==> src/rtl/cnn_pkg.sv <==
// Shared definitions for the cnn_accel job sequencer.
//   - accelerator register offsets used by the controller
//   - controller state encoding
//   - word stride and a helper to form base + stride*index byte addresses
package cnn_pkg;

    localparam logic [31:0] IMG_ADDR    = 32'h0000_0004;
    localparam logic [31:0] KER_ADDR    = 32'h0000_0008;
    localparam logic [31:0] START_ADDR  = 32'h0000_000C;
    localparam logic [31:0] RES_BASE    = 32'h0000_0080;
    localparam logic [31:0] WORD_STRIDE = 32'd4;

    typedef enum logic [2:0] {
        IDLE,
        LD_IMG,
        LD_KER,
        KICK,
        WAIT,
        RD_RES,
        FIN,
        ERR
    } state_e;

    // Byte address of word 'idx' above 'base'; wraps modulo 2^32.
    function automatic logic [31:0] word_addr(input logic [31:0] base, input logic [15:0] idx);
        return base + WORD_STRIDE * {16'b0, idx};
    endfunction

endpackage

==> src/rtl/cnn_ctrl.sv <==
// cnn_ctrl: runs one convolution job on cnn_accel without CPU help.
// On start it streams IMG_N image bytes then KER_N kernel bytes from the
// source memory into the accelerator, kicks it, waits for acc_done (with a
// timeout), then copies OUT_N result words to the destination memory.
//
// Ports
//   clk, rst            clock (rising edge), asynchronous active-low reset
//   start               single-cycle job request (honoured in IDLE only)
//   src_base, dst_base  job byte addresses, latched on start
//   busy, done_o        job in flight / one-cycle success pulse
//   err_timeout         sticky timeout flag, cleared by the next start
//   mem_*               source read port (data valid the cycle after mem_re)
//   dst_*               destination write port
//   acc_*               accelerator register write/read port and status
//
// All strobes, addresses and data outputs are decoded from registered
// state, so an asynchronous reset forces them to 0 immediately.
module cnn_ctrl
    import cnn_pkg::*;
#(
    parameter int IMG_N      = 25,
    parameter int KER_N      = 9,
    parameter int OUT_N      = 9,
    parameter int TIMEOUT    = 4096,
    parameter int ACC_RD_LAT = 1
) (
    input  logic        clk,
    input  logic        rst,
    input  logic        start,
    input  logic [31:0] src_base,
    input  logic [31:0] dst_base,
    output logic        busy,
    output logic        done_o,
    output logic        err_timeout,
    output logic        mem_re,
    output logic [31:0] mem_addr,
    input  logic [31:0] mem_rdata,
    output logic        dst_we,
    output logic [31:0] dst_addr,
    output logic [31:0] dst_wdata,
    output logic        acc_cnn_en,
    output logic        acc_w_en,
    output logic [31:0] acc_w_addr,
    output logic [31:0] acc_wdata,
    output logic        acc_r_en,
    output logic [31:0] acc_r_addr,
    input  logic [31:0] acc_rdata,
    input  logic        acc_done
);

    localparam logic [15:0] IMG_LAST = 16'(IMG_N);
    localparam logic [15:0] IMG_N16  = 16'(IMG_N);
    localparam logic [15:0] KER_LAST = 16'(KER_N - 1);
    localparam logic [15:0] OUT_N16  = 16'(OUT_N);
    localparam logic [15:0] RD_LAST  = 16'(OUT_N + ACC_RD_LAT - 1);
    localparam logic [31:0] TMO_LAST = 32'(TIMEOUT - 1);

    state_e      state_q, state_d;
    logic [15:0] cnt_q, cnt_d;      // element counter shared by LD_IMG/LD_KER/RD_RES
    logic [31:0] tmo_q, tmo_d;      // WAIT cycle counter
    logic [31:0] src_q, src_d;
    logic [31:0] dst_q, dst_d;
    logic        busy_q, busy_d;
    logic        err_q, err_d;
    logic        rd_q, rd_d;        // acc_r_en of the previous cycle
    logic [15:0] cnt_m1;
    logic [15:0] rd_idx;

    logic unused_bits;
    assign unused_bits = ^{mem_rdata[31:8], acc_rdata[31:16]};

    assign cnt_m1      = cnt_q - 16'd1;
    assign busy        = busy_q;
    assign err_timeout = err_q;

    always_ff @(posedge clk or negedge rst) begin
        if (!rst) begin
            state_q <= IDLE;
            cnt_q   <= '0;
            tmo_q   <= '0;
            src_q   <= '0;
            dst_q   <= '0;
            busy_q  <= 1'b0;
            err_q   <= 1'b0;
            rd_q    <= 1'b0;
        end else begin
            state_q <= state_d;
            cnt_q   <= cnt_d;
            tmo_q   <= tmo_d;
            src_q   <= src_d;
            dst_q   <= dst_d;
            busy_q  <= busy_d;
            err_q   <= err_d;
            rd_q    <= rd_d;
        end
    end

    always_comb begin
        state_d    = state_q;
        cnt_d      = cnt_q;
        tmo_d      = tmo_q;
        src_d      = src_q;
        dst_d      = dst_q;
        busy_d     = busy_q;
        err_d      = err_q;
        rd_idx     = '0;
        mem_re     = 1'b0;
        mem_addr   = '0;
        acc_w_en   = 1'b0;
        acc_w_addr = '0;
        acc_wdata  = '0;
        acc_r_en   = 1'b0;
        acc_r_addr = '0;
        dst_we     = 1'b0;
        dst_addr   = '0;
        dst_wdata  = '0;
        done_o     = 1'b0;
        acc_cnn_en = 1'b1;

        case (state_q)
            IDLE: begin
                if (start) begin
                    src_d   = src_base;
                    dst_d   = dst_base;
                    err_d   = 1'b0;
                    busy_d  = 1'b1;
                    cnt_d   = '0;
                    state_d = LD_IMG;
                end
            end

            // Cycle c reads source word c and writes image pixel c-1. The
            // final cycle (c == IMG_N) already reads the first kernel word.
            LD_IMG: begin
                mem_re   = 1'b1;
                mem_addr = word_addr(src_q, cnt_q);
                if (cnt_q != '0) begin
                    acc_w_en   = 1'b1;
                    acc_w_addr = IMG_ADDR;
                    acc_wdata  = {cnt_m1, 8'h00, mem_rdata[7:0]};
                end
                if (cnt_q == IMG_LAST) begin
                    cnt_d   = '0;
                    state_d = LD_KER;
                end else begin
                    cnt_d = cnt_q + 16'd1;
                end
            end

            // Cycle j writes tap j and prefetches tap j+1.
            LD_KER: begin
                if (cnt_q != KER_LAST) begin
                    mem_re   = 1'b1;
                    mem_addr = word_addr(src_q, IMG_N16 + cnt_q + 16'd1);
                end
                acc_w_en   = 1'b1;
                acc_w_addr = KER_ADDR;
                acc_wdata  = {cnt_q, 8'h00, mem_rdata[7:0]};
                if (cnt_q == KER_LAST) begin
                    cnt_d   = '0;
                    state_d = KICK;
                end else begin
                    cnt_d = cnt_q + 16'd1;
                end
            end

            KICK: begin
                acc_w_en   = 1'b1;
                acc_w_addr = START_ADDR;
                acc_wdata  = 32'h1;
                tmo_d      = '0;
                state_d    = WAIT;
            end

            // tmo_q == 0 marks the first WAIT cycle, where acc_done may
            // still be the previous job's level. Done beats timeout.
            WAIT: begin
                if (tmo_q != '0 && acc_done) begin
                    cnt_d   = '0;
                    state_d = RD_RES;
                end else if (tmo_q == TMO_LAST) begin
                    err_d   = 1'b1;
                    state_d = ERR;
                end else begin
                    tmo_d = tmo_q + 32'd1;
                end
            end

            RD_RES: begin
                if (cnt_q < OUT_N16) begin
                    acc_r_en   = 1'b1;
                    acc_r_addr = word_addr(RES_BASE, cnt_q);
                end
                if (ACC_RD_LAT == 0) begin
                    dst_we = acc_r_en;
                    rd_idx = cnt_q;
                end else begin
                    dst_we = rd_q;
                    rd_idx = cnt_m1;
                end
                if (dst_we) begin
                    dst_addr  = word_addr(dst_q, rd_idx);
                    dst_wdata = {16'b0, acc_rdata[15:0]};
                end
                if (cnt_q == RD_LAST) begin
                    state_d = FIN;
                end else begin
                    cnt_d = cnt_q + 16'd1;
                end
            end

            FIN: begin
                done_o  = 1'b1;
                busy_d  = 1'b0;
                state_d = IDLE;
            end

            // One-cycle soft clear of the accelerator.
            ERR: begin
                acc_cnn_en = 1'b0;
                busy_d     = 1'b0;
                state_d    = IDLE;
            end

            default: state_d = IDLE;
        endcase

        rd_d = acc_r_en;
    end

endmodule

==> config.mk <==
export PLATFORM = sky130hd
export DESIGN_NAME = cnn_ctrl
export DESIGN_NICKNAME = d
export VERILOG_FILES = /design/src/rtl/cnn_pkg.sv /design/src/rtl/cnn_ctrl.sv
export SDC_FILE = /design/constraint.sdc
export NUM_CORES = 1
export LEC_CHECK = 0
export ABC_AREA = 1
export ABC_CLOCK_PERIOD_IN_PS = 6810
export BUFFER_PORTS_ARGS = -buffer_cell sky130_fd_sc_hd__buf_2
export CAP_MARGIN = 10
export CORE_ASPECT_RATIO = 0.9
export CORE_MARGIN = 1
export CORE_UTILIZATION = 45
export CTS_BUF_LIST = sky130_fd_sc_hd__clkbuf_4 sky130_fd_sc_hd__clkbuf_8
export DETAILED_ROUTE_END_ITERATION = 16
export PLACE_DENSITY = 0.69
export SYNTH_ARGS = -nofsm -noshare
export SYNTH_HDL_FRONTEND = slang
export SYNTH_SLANG_ARGS = --single-unit
==> constraint.sdc <==
create_clock -name clk -period 6.81 [get_ports clk]
set_clock_uncertainty 0.15 [all_clocks]
set_input_delay 0.3405 -clock clk [delete_from_list [all_inputs] [get_ports clk]]
set_output_delay 0.3405 -clock clk [all_outputs]
set_load 0.1 [all_outputs]
# Word-level counts from Yosys, hierarchy flattened
# Cells that the tools add are included.
# op_classes
add_sub_neg	9
order_cmp	1
eq_ne	22
mux	45
n_reduce_logical	16
# op_table
operator	n
32-bit 2-to-1 mux	6
16-bit 2-to-1 mux	8
32-bit case mux with 2 select lines	2
32-bit by 18-bit adder with 32-bit output	3
32-bit case mux with 3 select lines	1
16-bit case mux with 5 select lines	1
19-bit 2-to-1 mux	2
16-bit by 1-bit adder with 16-bit output (second input constant)	2
32-bit by 1-bit adder with 32-bit output (second input constant)	1
16-bit by 4-bit equality test with 1-bit output (second input constant)	2
32-bit by 12-bit equality test with 1-bit output (second input constant)	1
32-bit nonzero test	1
3-bit 2-to-1 mux	7
3-bit case mux with 7 select lines	1
8-bit by 18-bit adder with 19-bit output (first input constant)	1
2-bit inequality test (second input constant)	9
5-bit by 16-bit adder with 16-bit output (first input constant)	1
16-bit by 5-bit equality test with 1-bit output (second input constant)	1
16-bit by 4-bit < comparator with 1-bit output (second input constant)	1
16-bit by 4-bit inequality test with 1-bit output (second input constant)	1
16-bit nonzero test	1
16-bit by 1-bit subtractor with 16-bit output (second input constant)	1
3-bit equality test (second input constant)	4
1-bit 2-to-1 mux	12
other kinds (14)	23
# totals
regBits	118
in_bits	132
out_inout_bits	200

# Depth between registers and ports, before layout
# Gate-level depths: netlist (run 1).
# logic_depth
depth_word	5
ltp_mapped	22

# Worst setup path after synthesis (run 1)
# OpenSTA, ideal clock, no wires.
# synth_timing
path_kind	reg2out
start	reg cnt_q[2]
end	out dst_addr[17]
arrival_time_ns	4.782
t_required_ns	6.319
path_slack_ns	1.537
stages_incl_launch_ff	19
path_buffers	0
cell_sequence	dfrtp_1 > clkinv_1 > ha_1 > nand2_1 > nand3_1 > nand2_1 > nand2_1 > nor2_2 > nand4_1 > and2_1 > ha_1 > nand2_1 > o21ai_0 > inv_1 > nand2_1 > inv_1 > nand2_1 > nor2_1 > nor3b_1
# synth_via
elab_chain_cells	5
# synth_rtl
item	line	source
start, declared	cnn_ctrl.sv:59	logic [15:0] cnt_q, cnt_d;
start signal, assigned	cnn_ctrl.sv:88	cnt_q <= cnt_d;
16-bit by 1-bit subtractor with 16-bit output	cnn_ctrl.sv:72	assign cnt_m1 = cnt_q - 16'd1;
16-bit 2-to-1 mux	cnn_ctrl.sv:120	case (state_q)
32-bit by 18-bit adder with 32-bit output	cnn_pkg.sv:26	return base + WORD_STRIDE * {16'b0, idx};
32-bit 2-to-1 mux	cnn_ctrl.sv:201	if (dst_we) begin
32-bit 2-to-1 mux	cnn_ctrl.sv:120	
end, declared	cnn_ctrl.sv:39	output logic [31:0] dst_addr,
# Every way passes these cells. The select of a mux whose other input is x is not followed.

# Worst setup path in the final report (run 1)
# layout_timing
start	reg cnt_q[2]
end	out dst_addr[26]
# The elaborated chain is that of the path after synthesis.

==> impl_metrics.env, run 1 <==
export IMPL_synth_fa_ha_area_frac=0.06120
export IMPL_reg2reg_to="dst_q[9]"
export IMPL_clk_pin_slew_ps=80
export IMPL_final_area_sq_um=15250
export IMPL_dpl_hpwl_microns=33710
export IMPL_synth_edf_count=0
export IMPL_final_layout_size_suffix_gt1_frac=0.1493
export IMPL_synth_top_area_share=0.2229
export IMPL_grtUsageTotal=0.2902
export IMPL_final_nets=2667
export IMPL_async_flop_share=1.000
export IMPL_crit_required_ps=6320
export IMPL_p_int_w=0.002208
export IMPL_synth_common_cells="755 x nand2_1, 273 x inv_1, 247 x nor2_1"
export IMPL_netlist_instances=2227
export IMPL_initial_core_util=0.4578
export IMPL_path_class="flop to output port"
export IMPL_antenna_found_initial=0
export IMPL_fillerInstances=3083
export IMPL_wl_met2_microns=19450
export IMPL_drc=0
export IMPL_cts_repair_resized=0
export IMPL_grt_max_degree=87
export IMPL_cp_max_fo=9
export IMPL_dpl_cell_area_sq_um=14190
export IMPL_synth_seq_cells=118
export IMPL_coreArea_sq_um=28940
export IMPL_postRouteAntennaNets=0
export IMPL_wl_per_cell_microns=15.16
export IMPL_synth_xor_area_frac=0.02380
export IMPL_yosysTopAreaCell="dfrtp_1"
export IMPL_wl_met3_microns=3568
export IMPL_switchingPower_w=0.004057
export IMPL_rsz0062_at_grt="no"
export IMPL_die_w_microns=182.9
export IMPL_tritoncts_num_buffers=17
export IMPL_critPathLaunchType="flop"
export IMPL_p_per_area_nw_per_um2=410.9
export IMPL_hold_violations=0
export IMPL_critical_path_arrival_ps=4780
export IMPL_synth_simple_gate_area_frac=0.4330
export IMPL_fmax_mhz=189.8
export IMPL_tightest_slew_ps=916.5
export IMPL_r2r_slack_ps=3770
export IMPL_endpoint_kind="output port"
export IMPL_gr_total_overflow=0
export IMPL_setup_viol=0
export IMPL_final_min_clock_period_ps=5267
export IMPL_critPathCapture="dst_addr[26]"
export IMPL_switching_share=0.6475
export IMPL_gp_congestion=0.9523
export IMPL_grt_pass1_vias=13311
export IMPL_top_layer="met4"
export IMPL_worstHoldPathType="input pin to flop"
export IMPL_synth_most_common_cell="nand2_1"
export IMPL_period_share=0.7735
export IMPL_first_iter_violations=1238
export IMPL_p_seq_frac=0.184
export IMPL_via_per_inst=5.130
export IMPL_slew_violations=0
export IMPL_synth_top_family_by_area="simple AND/OR/NAND/NOR gates"
export IMPL_synth_main_ff_cell="dfrtp_1"
export IMPL_synth_distinct_cells=50
export IMPL_synthMuxAreaShare=0
export IMPL_r2r_start="state_q[1]"
export IMPL_p_clk_frac=0.115
export IMPL_rows=59
export IMPL_synth_seq_area_share=0.2229
export IMPL_num_vias=14780
export IMPL_portBuffers=212
export IMPL_crit_path_start="cnt_q[2]"
export IMPL_synth_compound_area_frac=0.1086
export IMPL_ir_drop_mv=0.2958
export IMPL_synthTopCellsByArea="dfrtp_1 22%, nand2_1 21%, inv_1 7.7%"
export IMPL_clockBufferDepth=2
export IMPL_p_comb_frac=0.702
export IMPL_syn_area_per_cell_sq_um=5.949
export IMPL_rr_worst_depth=8
export IMPL_ys_warnings_count=0
export IMPL_antenna_diode_count=0
export IMPL_relSlewSlack=0.3876
export IMPL_syn_area_sq_um=13250
export IMPL_ios=332
export IMPL_p_leak_nw=8.352
export IMPL_status="completed"
export IMPL_h_tree_depth=4
export IMPL_tns_ps=0
export IMPL_area_growth_pct=15.09
export IMPL_dieArea_sq_um=30130
export IMPL_clock_sinks=118
export IMPL_cts_tree="done"
export IMPL_wl_microns=43680
export IMPL_clk_latency_ps=470
export IMPL_drt_met1_wl_microns=19590
export IMPL_grt_pass1_wl_microns=68390
export IMPL_fp_dieH_microns=164.8
export IMPL_max_cap_violations=0
export IMPL_drt_pass1_iter_count=5
export IMPL_cts_root_buf="clkbuf_8"
-- cells by family after synthesis --
logic type / after synthesis
adder cells (fa/ha/maj): 63
XOR/XNOR: 36
AND/OR/NAND/NOR: 1354
AO/OA/AOI/OAI: 241
flip-flops: 118
other: 1
buffers and inverters: 414
-- per-stage QoR --
stage | hold WS, ps | worst slack [ps] | util | cells | power [W]
4_1_cts | 11.35 | 1635 | 0.5269 | 2881 | 0.006255
2_1_floorplan | -105.1 | 1537 | - | 2305 | 0.004698
6_report | 39.00 | 1543 | 0.5269 | 2881 | 0.006265
3_5_place_dp | 314.8 | 2159 | 0.4905 | 2785 | 0.005490
5_1_grt | 39.11 | 1292 | 0.5269 | 2881 | 0.006703
3_3_place_gp | 304.5 | 2249 | 0.4905 | 2785 | 0.005440
-- layer usage --
layer  GRT usage  up-vias
li1            -     7386
met1      0.3935     6681
met2      0.4670      639
met3     0.05358       74
met4     0.09205        0
met5           0        -
-- worst max-delay path: stages (launching register included) --
cell and delay [ps]:
dfrtp_1 580, clkinv_1 440, ha_1 320, nand2_1 80, nand3_1 150, nand2_1 120
nand2_1 90, nor2_2 200, nand2_1 90, xor2_1 370, ha_1 380, a21oi_1 260
o21ai_0 200, nor2_1 160, nand2_1 90, nand2_1 150, nor2_1 60, a21oi_1 120
buf_2 440
-- power by group through the flow --
stage	Sequential [W]	Clock (W)	Combinational [W]
final	0.00115	0.000718	0.00440
after global routing	0.00118	0.000757	0.00477
after global placement	0.00116	0	0.00428
after floorplan	0.00109	0	0.00361
after detailed placement	0.00116	0	0.00433
after CTS	0.00115	0.000731	0.00438
-- how the worst min path moves through the flow --
stage	start	endpoint	slack (ps)	cells after the start
final	src_base[8]	src_q[8]	40	3
after global routing	src_base[8]	src_q[8]	40	3
after CTS	src_base[8]	src_q[8]	10	3
after detailed placement	err_timeout	err_timeout	310	2
after global placement	err_timeout	err_timeout	300	2
after floorplan	rst	busy	-110	0
-- sequential cells by signal, indices dropped and copies added (netlist names) --
name	flops
busy	1
cnt_q	16
dst_q	32
err_timeout	1
rd_q	1
src_q	32
state_q	3
tmo_q	32
-- area by class of cell --
| type | instances | area (sq um) | share of cell area |
|---|---|---|---|
| Clock buffer | 17 | 234.0 | 0.01535 |
| Clock inverter | 15 | 177.7 | 0.01165 |
| Inverter | 283 | 1062 | 0.06967 |
| Multi-Input combinational cell | 1773 | 8598 | 0.5639 |
| Sequential cell | 118 | 2953 | 0.1937 |
| Tap cell | 396 | 495.5 | 0.03250 |
| Timing Repair Buffer | 279 | 1727 | 0.1132 |
-- placed cells by master (no fill, tap or decap), drive strengths merged, types with 2 or more instances in the layout --
cell type / netlist / layout
nand4: 33 / 33
xnor2: 6 / 6
bufinv: 0 / 3
o21bai: 6 / 6
a21o: 3 / 3
o22ai: 11 / 11
conb: 1 / 79
a31oi: 2 / 2
xor2: 30 / 30
inv: 282 / 285
nand3b: 2 / 2
nor2: 263 / 263
nand3: 197 / 197
fa: 3 / 3
nor3: 33 / 33
clkbuf: 17 / 17
a21oi: 63 / 63
buf: 114 / 215
o211ai: 5 / 5
o311ai: 7 / 7
clkinv: 1 / 8
dlygate4sd3: 0 / 64
dfrtp: 118 / 118
nand2: 798 / 798
nor3b: 3 / 3
o21ai: 137 / 137
and2: 5 / 5
ha: 60 / 60
or2: 19 / 19
clkinvlp: 0 / 2
a21boi: 2 / 2
-- repair_timing --
action | CTS | global route
setup buffers | 0 | 0
hold endpoints to repair | 120 | 0
hold buffers | 64 | 0
Power figures use the tool's default switching activity.
==> run 2, diff against run 1 <==
Settings changed: ABC_AREA 1 to 0, ABC_CLOCK_PERIOD_IN_PS 6810 to 5400, PLACE_DENSITY 0.69 to 0.72.
Clock period 6.81 ns to 5.4 ns, I/O delays scaled along.
==> impl_metrics.env, run 2 <==
export IMPL_status="completed"
export IMPL_fillerInstances=2084
export IMPL_synth_seq_area_share=0.2875
export IMPL_ios=332
export IMPL_p_seq_frac=0.185
export IMPL_cts_root_buf="clkbuf_8"
export IMPL_synth_edf_count=0
export IMPL_clockBufferDepth=2
export IMPL_tritoncts_num_buffers=17
export IMPL_first_iter_violations=441
export IMPL_fin_ws_ps=328.5
export IMPL_area_growth_pct=22.19
export IMPL_drt_pass1_iter_count=5
export IMPL_crit_buf_inv=2
export IMPL_period_share=0.9392
export IMPL_ys_warnings_count=0
export IMPL_setup_viol=0
export IMPL_max_cap_violations=0
export IMPL_final_nets=1689
export IMPL_regArea_sq_um=2954
export IMPL_synth_seq_cells=118
export IMPL_fmax_mhz=197.2
export IMPL_dieArea_sq_um=23430
export IMPL_critical_path_arrival_ps=4650
export IMPL_switchingPower_w=0.004872
export IMPL_cpLargestDelayFamily="simple AND/OR/NAND/NOR gates"
export IMPL_synthTopCellsByArea="dfrtp_1 29%, ha_1 7.3%, mux2_2 6.5%"
export IMPL_rsz0062_at_grt="no"
export IMPL_grt_pass1_wl_microns=46840
export IMPL_grt_max_degree=72
export IMPL_place_ws_ps=503.6
export IMPL_antenna_found_initial=0
export IMPL_crit_chain="inv_1, ha_1, a21boi_0, nand2_1, nand2_1, nand2_1, or3_1, nor3_1, xor2_1, ha_1, nand3_1, a211o_1, a21oi_2, o21bai_1, or4_1, o21ai_1, buf_12"
export IMPL_syn_area_per_cell_sq_um=8.229
export IMPL_multi_input_area_sq_um=6671
export IMPL_clk_latency_ps=450
export IMPL_final_layout_size_suffix_gt1_frac=0.2317
export IMPL_switching_share=0.5993
export IMPL_syn_area_sq_um=10270
export IMPL_wl_per_cell_microns=16.06
export IMPL_wl_microns=28960
export IMPL_yosysTopAreaCell="dfrtp_1"
export IMPL_crit_path_frequent_cell="nand2_1"
export IMPL_dpl_cell_area_sq_um=11470
export IMPL_portBuffers=212
export IMPL_clk_pin_slew_ps=90
export IMPL_post_cts_buffers=0
export IMPL_endpoint_kind="output port"
export IMPL_h_tree_depth=4
export IMPL_drc=0
export IMPL_tightest_slew_ps=1182
export IMPL_synth_distinct_cells=67
export IMPL_via_per_inst=5.435
export IMPL_dpl_hpwl_microns=21210
export IMPL_die_w_microns=161.2
export IMPL_synth_top_area_share=0.2875
export IMPL_rows=52
export IMPL_hold_violations=0
export IMPL_final_min_clock_period_ps=5072
export IMPL_synth_common_cells="118 x dfrtp_1, 108 x nor2_1, 103 x nand2_1"
export IMPL_reg_top3="dst_q: 32 flops, src_q: 32 flops, tmo_q: 32 flops"
export IMPL_synth_most_common_cell="dfrtp_1"
export IMPL_critPathLaunchType="flop"
export IMPL_gr_total_overflow=0
export IMPL_antenna_diode_count=0
export IMPL_num_vias=9799
export IMPL_initial_core_util=0.4575
export IMPL_relSlewSlack=0.2120
export IMPL_p_clk_frac=0.108
export IMPL_p_comb_frac=0.707
export IMPL_ir_drop_mv=0.7255
export IMPL_cts_tree="done"
export IMPL_async_flop_share=1.000
export IMPL_crit_required_ps=4980
export IMPL_gp_congestion=0.8654
export IMPL_cp_max_fo=7
export IMPL_slowest_stage="dfrtp_1"
export IMPL_final_area_sq_um=12550
export IMPL_path_class="flop to output port"
export IMPL_p_per_area_nw_per_um2=647.8
export IMPL_synth_main_ff_cell="dfrtp_1"
export IMPL_p_leak_nw=6.058
export IMPL_p_int_w=0.003257
export IMPL_cp_slowest_stage_delay_ps=440
export IMPL_coreArea_sq_um=22450
export IMPL_grtUsageTotal=0.2498
export IMPL_worstHoldPathType="input pin to flop"
export IMPL_postRouteAntennaNets=0
export IMPL_fp_dieH_microns=145.3
export IMPL_netlist_instances=1248
export IMPL_grt_pass1_vias=9321
export IMPL_clock_sinks=118
export IMPL_slew_violations=0
export IMPL_layout_common_cells="202 x buf_2, 117 x dfrtp_1, 104 x nor2_1, 103 x nand2_1"
export IMPL_final_common_cell="buf_2"
## run 2: cell types whose count changed after synthesis, sizes merged, moves of 28 or more
cell / previous run / this run
nand2: 798 / 103
xnor2: 6 / 48
mux2: 0 / 60
and2: 5 / 40
clkbuf: 17 / 61
inv: 282 / 39
nor2: 263 / 108
o21ai: 137 / 80
nand3: 197 / 47
buf: 114 / 86
## run 2: cell type report
type / count / share of cell area
inverter: 39 / 0.01187
tap: 297 / 0.02961
clock buffer: 19 / 0.02034
clock inverter: 12 / 0.01236
sequential: 118 / 0.2354
timing repair buffer: 296 / 0.1587
multi-input combinational: 1022 / 0.5317
## run 2: power by group through the flow
stage / Clock (W) / Combinational, W / Sequential (W)
after detailed placement: 0 / 0.00565 / 0.00151
after global placement: 0 / 0.00560 / 0.00150
final: 0.000875 / 0.00575 / 0.00150
after global routing: 0.000933 / 0.00616 / 0.00155
after floorplan: 0 / 0.00475 / 0.00139
after CTS: 0.000896 / 0.00571 / 0.00150
## run 2: routing by layer
metal	up-vias	share of wire	wire length (microns)	track usage
met1	4605	0.45	13000	0.3301
met5	-	0	0	0
met2	394	0.46	13370	0.4093
met3	41	0.068	1961	0.05003
met4	0	0.022	629	0.07877
li1	4759	-	-	-
## run 2: kinds of logic (layout without fill, tap and decap cells)
family                   Yosys count  in the layout  synth area share
XOR/XNOR                          89             89           0.07590
buffers and inverters            186            366           0.09734
multiplexers                      61             61           0.06676
AO/OA/AOI/OAI                    308            308            0.1903
flip-flops                       118            118            0.2875
AND/OR/NAND/NOR                  422            422            0.2029
other                              1             79         0.0003651
adder cells (fa/ha/maj)           63             63           0.07895
## run 2: timing repair
item / in CTS / in global routing
pin swaps: 0 / 0
hold buffers: 65 / 0
endpoints found under the setup margin: 1 / 17
endpoints found under the hold margin: 130 / 0
gates resized for setup: 1 / 6
gates cloned: 0 / 0
## run 2: final timing paths
| path | depth (start not counted) | start | slack, ps | end |
|---|---|---|---|---|
| hold reg to reg | 1 | busy | 330 | busy |
| max in group asynchronous | 3 | rst | 3510 | state_q[0] |
| min in group asynchronous | 2 | rst | 380 | dst_q[5] |
| setup / recovery | 17 | cnt_q[2] | 330 | dst_addr[23] |
| hold / removal | 4 | acc_done | 90 | err_timeout |
| setup reg to reg | 8 | cnt_q[11] | 1760 | cnt_q[11] |
## run 2: stage by stage
stage               power (W)  std cells  hold WS, ps  utilization  TNS, ps
finish               0.008128       1803        86.36       0.5590        0
detailed placement   0.007159       1707        309.3       0.5108        0
floorplan            0.006141       1326       -175.6            -   -48.82
global placement     0.007101       1707        305.4       0.5108        0
global route         0.008641       1803        103.4       0.5590        0
CTS                  0.008101       1803        68.79       0.5581        0
## run 2: tightest hold or removal path, cell delays in order
cell and delay [ps]:
buf_2 140, a21oi_1 70, nand2_1 80, o21ai_0 70
==> run 3, diff against run 2 <==
Settings changed: ABC_AREA 0 to 1, PLACE_DENSITY 0.72 to 0.69.
==> impl_metrics.env, run 3 (synthesized netlist as in run 1, its figures left out) <==
export IMPL_status="completed"
export IMPL_hold_violations=0
export IMPL_tritoncts_num_buffers=17
export IMPL_p_per_area_nw_per_um2=514.6
export IMPL_wl_microns=43790
export IMPL_reg_top3="dst_q: 32 flops, src_q: 32 flops, tmo_q: 32 flops"
export IMPL_setup_viol=0
export IMPL_postRouteAntennaNets=0
export IMPL_antenna_diode_count=0
export IMPL_drc=0
export IMPL_h_tree_depth=4
export IMPL_cp_slowest_stage_delay_ps=480
export IMPL_dpl_cell_area_sq_um=14220
export IMPL_dpl_hpwl_microns=33900
export IMPL_final_min_clock_period_ps=4983
export IMPL_final_nets=2671
export IMPL_clock_sinks=118
export IMPL_cp_num_cells=17
export IMPL_wl_per_cell_microns=15.18
export IMPL_period_share=0.9227
export IMPL_coreArea_sq_um=28940
export IMPL_cp_max_fo=11
export IMPL_tightest_slew_ps=927.2
export IMPL_critPathLaunchType="flop"
export IMPL_via_per_inst=5.098
export IMPL_post_cts_buffers=0
export IMPL_crit_buf_inv=4
export IMPL_clk_pin_slew_ps=90
export IMPL_final_area_sq_um=15230
export IMPL_gr_total_overflow=0
export IMPL_critical_path_arrival_ps=4560
export IMPL_slew_violations=0
export IMPL_num_vias=14708
export IMPL_relSlewSlack=0.3804
export IMPL_grtUsageTotal=0.2930
export IMPL_clockBufferDepth=2
export IMPL_cpLargestDelayFamily="simple AND/OR/NAND/NOR gates"
export IMPL_portBuffers=212
export IMPL_initial_core_util=0.4578
export IMPL_final_common_cell="nand2_1"
export IMPL_ir_drop_mv=0.3735
export IMPL_max_cap_violations=0
export IMPL_cts_tree="done"
export IMPL_antenna_found_initial=0
export IMPL_crit_path_start="cnt_q[1]"
export IMPL_drt_pass1_iter_count=5
export IMPL_clk_latency_ps=480
export IMPL_grt_pass1_wl_microns=69030
export IMPL_first_iter_violations=1122
export IMPL_cts_root_buf="clkbuf_8"
export IMPL_rows=59
export IMPL_dieArea_sq_um=30130
export IMPL_endpoint_kind="output port"
export IMPL_tns_ps=0
export IMPL_crit_chain="inv_1, ha_1, nand2_1, nor3_1, nand4_1, xor2_1, inv_1, ha_1, nand2_1, inv_1, nand2_1, nor3_1, nand2_1, nand2_1, nor2_1, nor3b_1, buf_2"
export IMPL_slowest_stage="buf_2"
export IMPL_place_ws_ps=1007
export IMPL_area_growth_pct=15.00
export IMPL_layout_common_cells="755 x nand2_1, 273 x inv_1, 247 x nor2_1, 211 x buf_2, 196 x nand3_1"
export IMPL_fmax_mhz=200.7
export IMPL_crit_required_ps=4980
export IMPL_fp_dieH_microns=164.8
export IMPL_grt_max_degree=63
export IMPL_rsz0062_at_grt="no"
export IMPL_fin_ws_ps=417.3
export IMPL_final_layout_size_suffix_gt1_frac=0.1503
export IMPL_gp_congestion=0.9506
export IMPL_critPathCapture="dst_addr[17]"
export IMPL_path_class="flop to output port"
export IMPL_rr_worst_depth=7
export IMPL_crit_path_frequent_cell="nand2_1"
export IMPL_grt_pass1_vias=13345
export IMPL_die_w_microns=182.9
export IMPL_ios=332
export IMPL_p_leak_nw=8.348
export IMPL_r2r_slack_ps=2650
export IMPL_worstHoldPathType="input pin to flop"
export IMPL_r2r_start="state_q[2]"
export IMPL_reg2reg_to="tmo_q[24]"
## run 3: cell count changes in the layout (fill, tap and decap cells not counted), sizes merged, moves of 22 or more
cell,change
and2,-35
o21ai,+57
inv,+247
nand3,+150
nor2,+155
a21o,-22
mux2,-60
xnor2,-42
nand2,+695
## run 3: stage by stage
stage	total power, W	std cells	utilization	hold WS (ps)
after floorplan	0.005925	2305	-	-175.6
after global placement	0.006877	2788	0.4913	267.3
after detailed placement	0.006936	2788	0.4913	271.0
after CTS	0.007822	2885	0.5265	25.95
after global routing	0.008412	2885	0.5265	60.94
final	0.007840	2885	0.5265	38.87
## run 3: report_power, final
part	switching, W	internal (W)
combinational	0.00438	0.00119
sequential	0.000299	0.00114
clock	0.000453	0.000371
total	0.00513	0.00271
## run 3: tightest hold or removal path, delay by kind of cell
kind,cells,cell delay [ps]
buf+inv,1,120
compound gates,1,80
simple gates,2,150
## run 3: layer usage
metal | GRT usage | part of all wire
met5 | 0 | 0
met4 | 0.07045 | 0.016
met3 | 0.04278 | 0.072
met2 | 0.4837 | 0.45
met1 | 0.4026 | 0.46
## run 3: how the worst min path moves through the flow
stage / to / depth (start not counted) / from / slack (ps)
2_1_floorplan: busy / 0 / rst / -180
3_3_place_gp: src_q[25] / 1 / rst / 270
3_5_place_dp: src_q[25] / 1 / rst / 270
4_1_cts: err_timeout / 4 / acc_done / 30
5_1_grt: err_timeout / 4 / acc_done / 60
6_report: err_timeout / 4 / acc_done / 40
## run 3: cell type report
| class | instances | area (sq um) |
|---|---|---|
| clock buffer | 18 | 241.5 |
| clock inverter | 14 | 125.1 |
| fill | 3095 | 13700 |
| inverter | 283 | 1062 |
| multi-input combinational | 1773 | 8598 |
| sequential | 118 | 2953 |
| tap | 396 | 495.5 |
| timing repair buffer | 283 | 1759 |
## run 3: what timing repair did
action,in CTS,in global routing
gates resized for setup,0,0
hold endpoints to repair,122,0
hold buffers,65,0
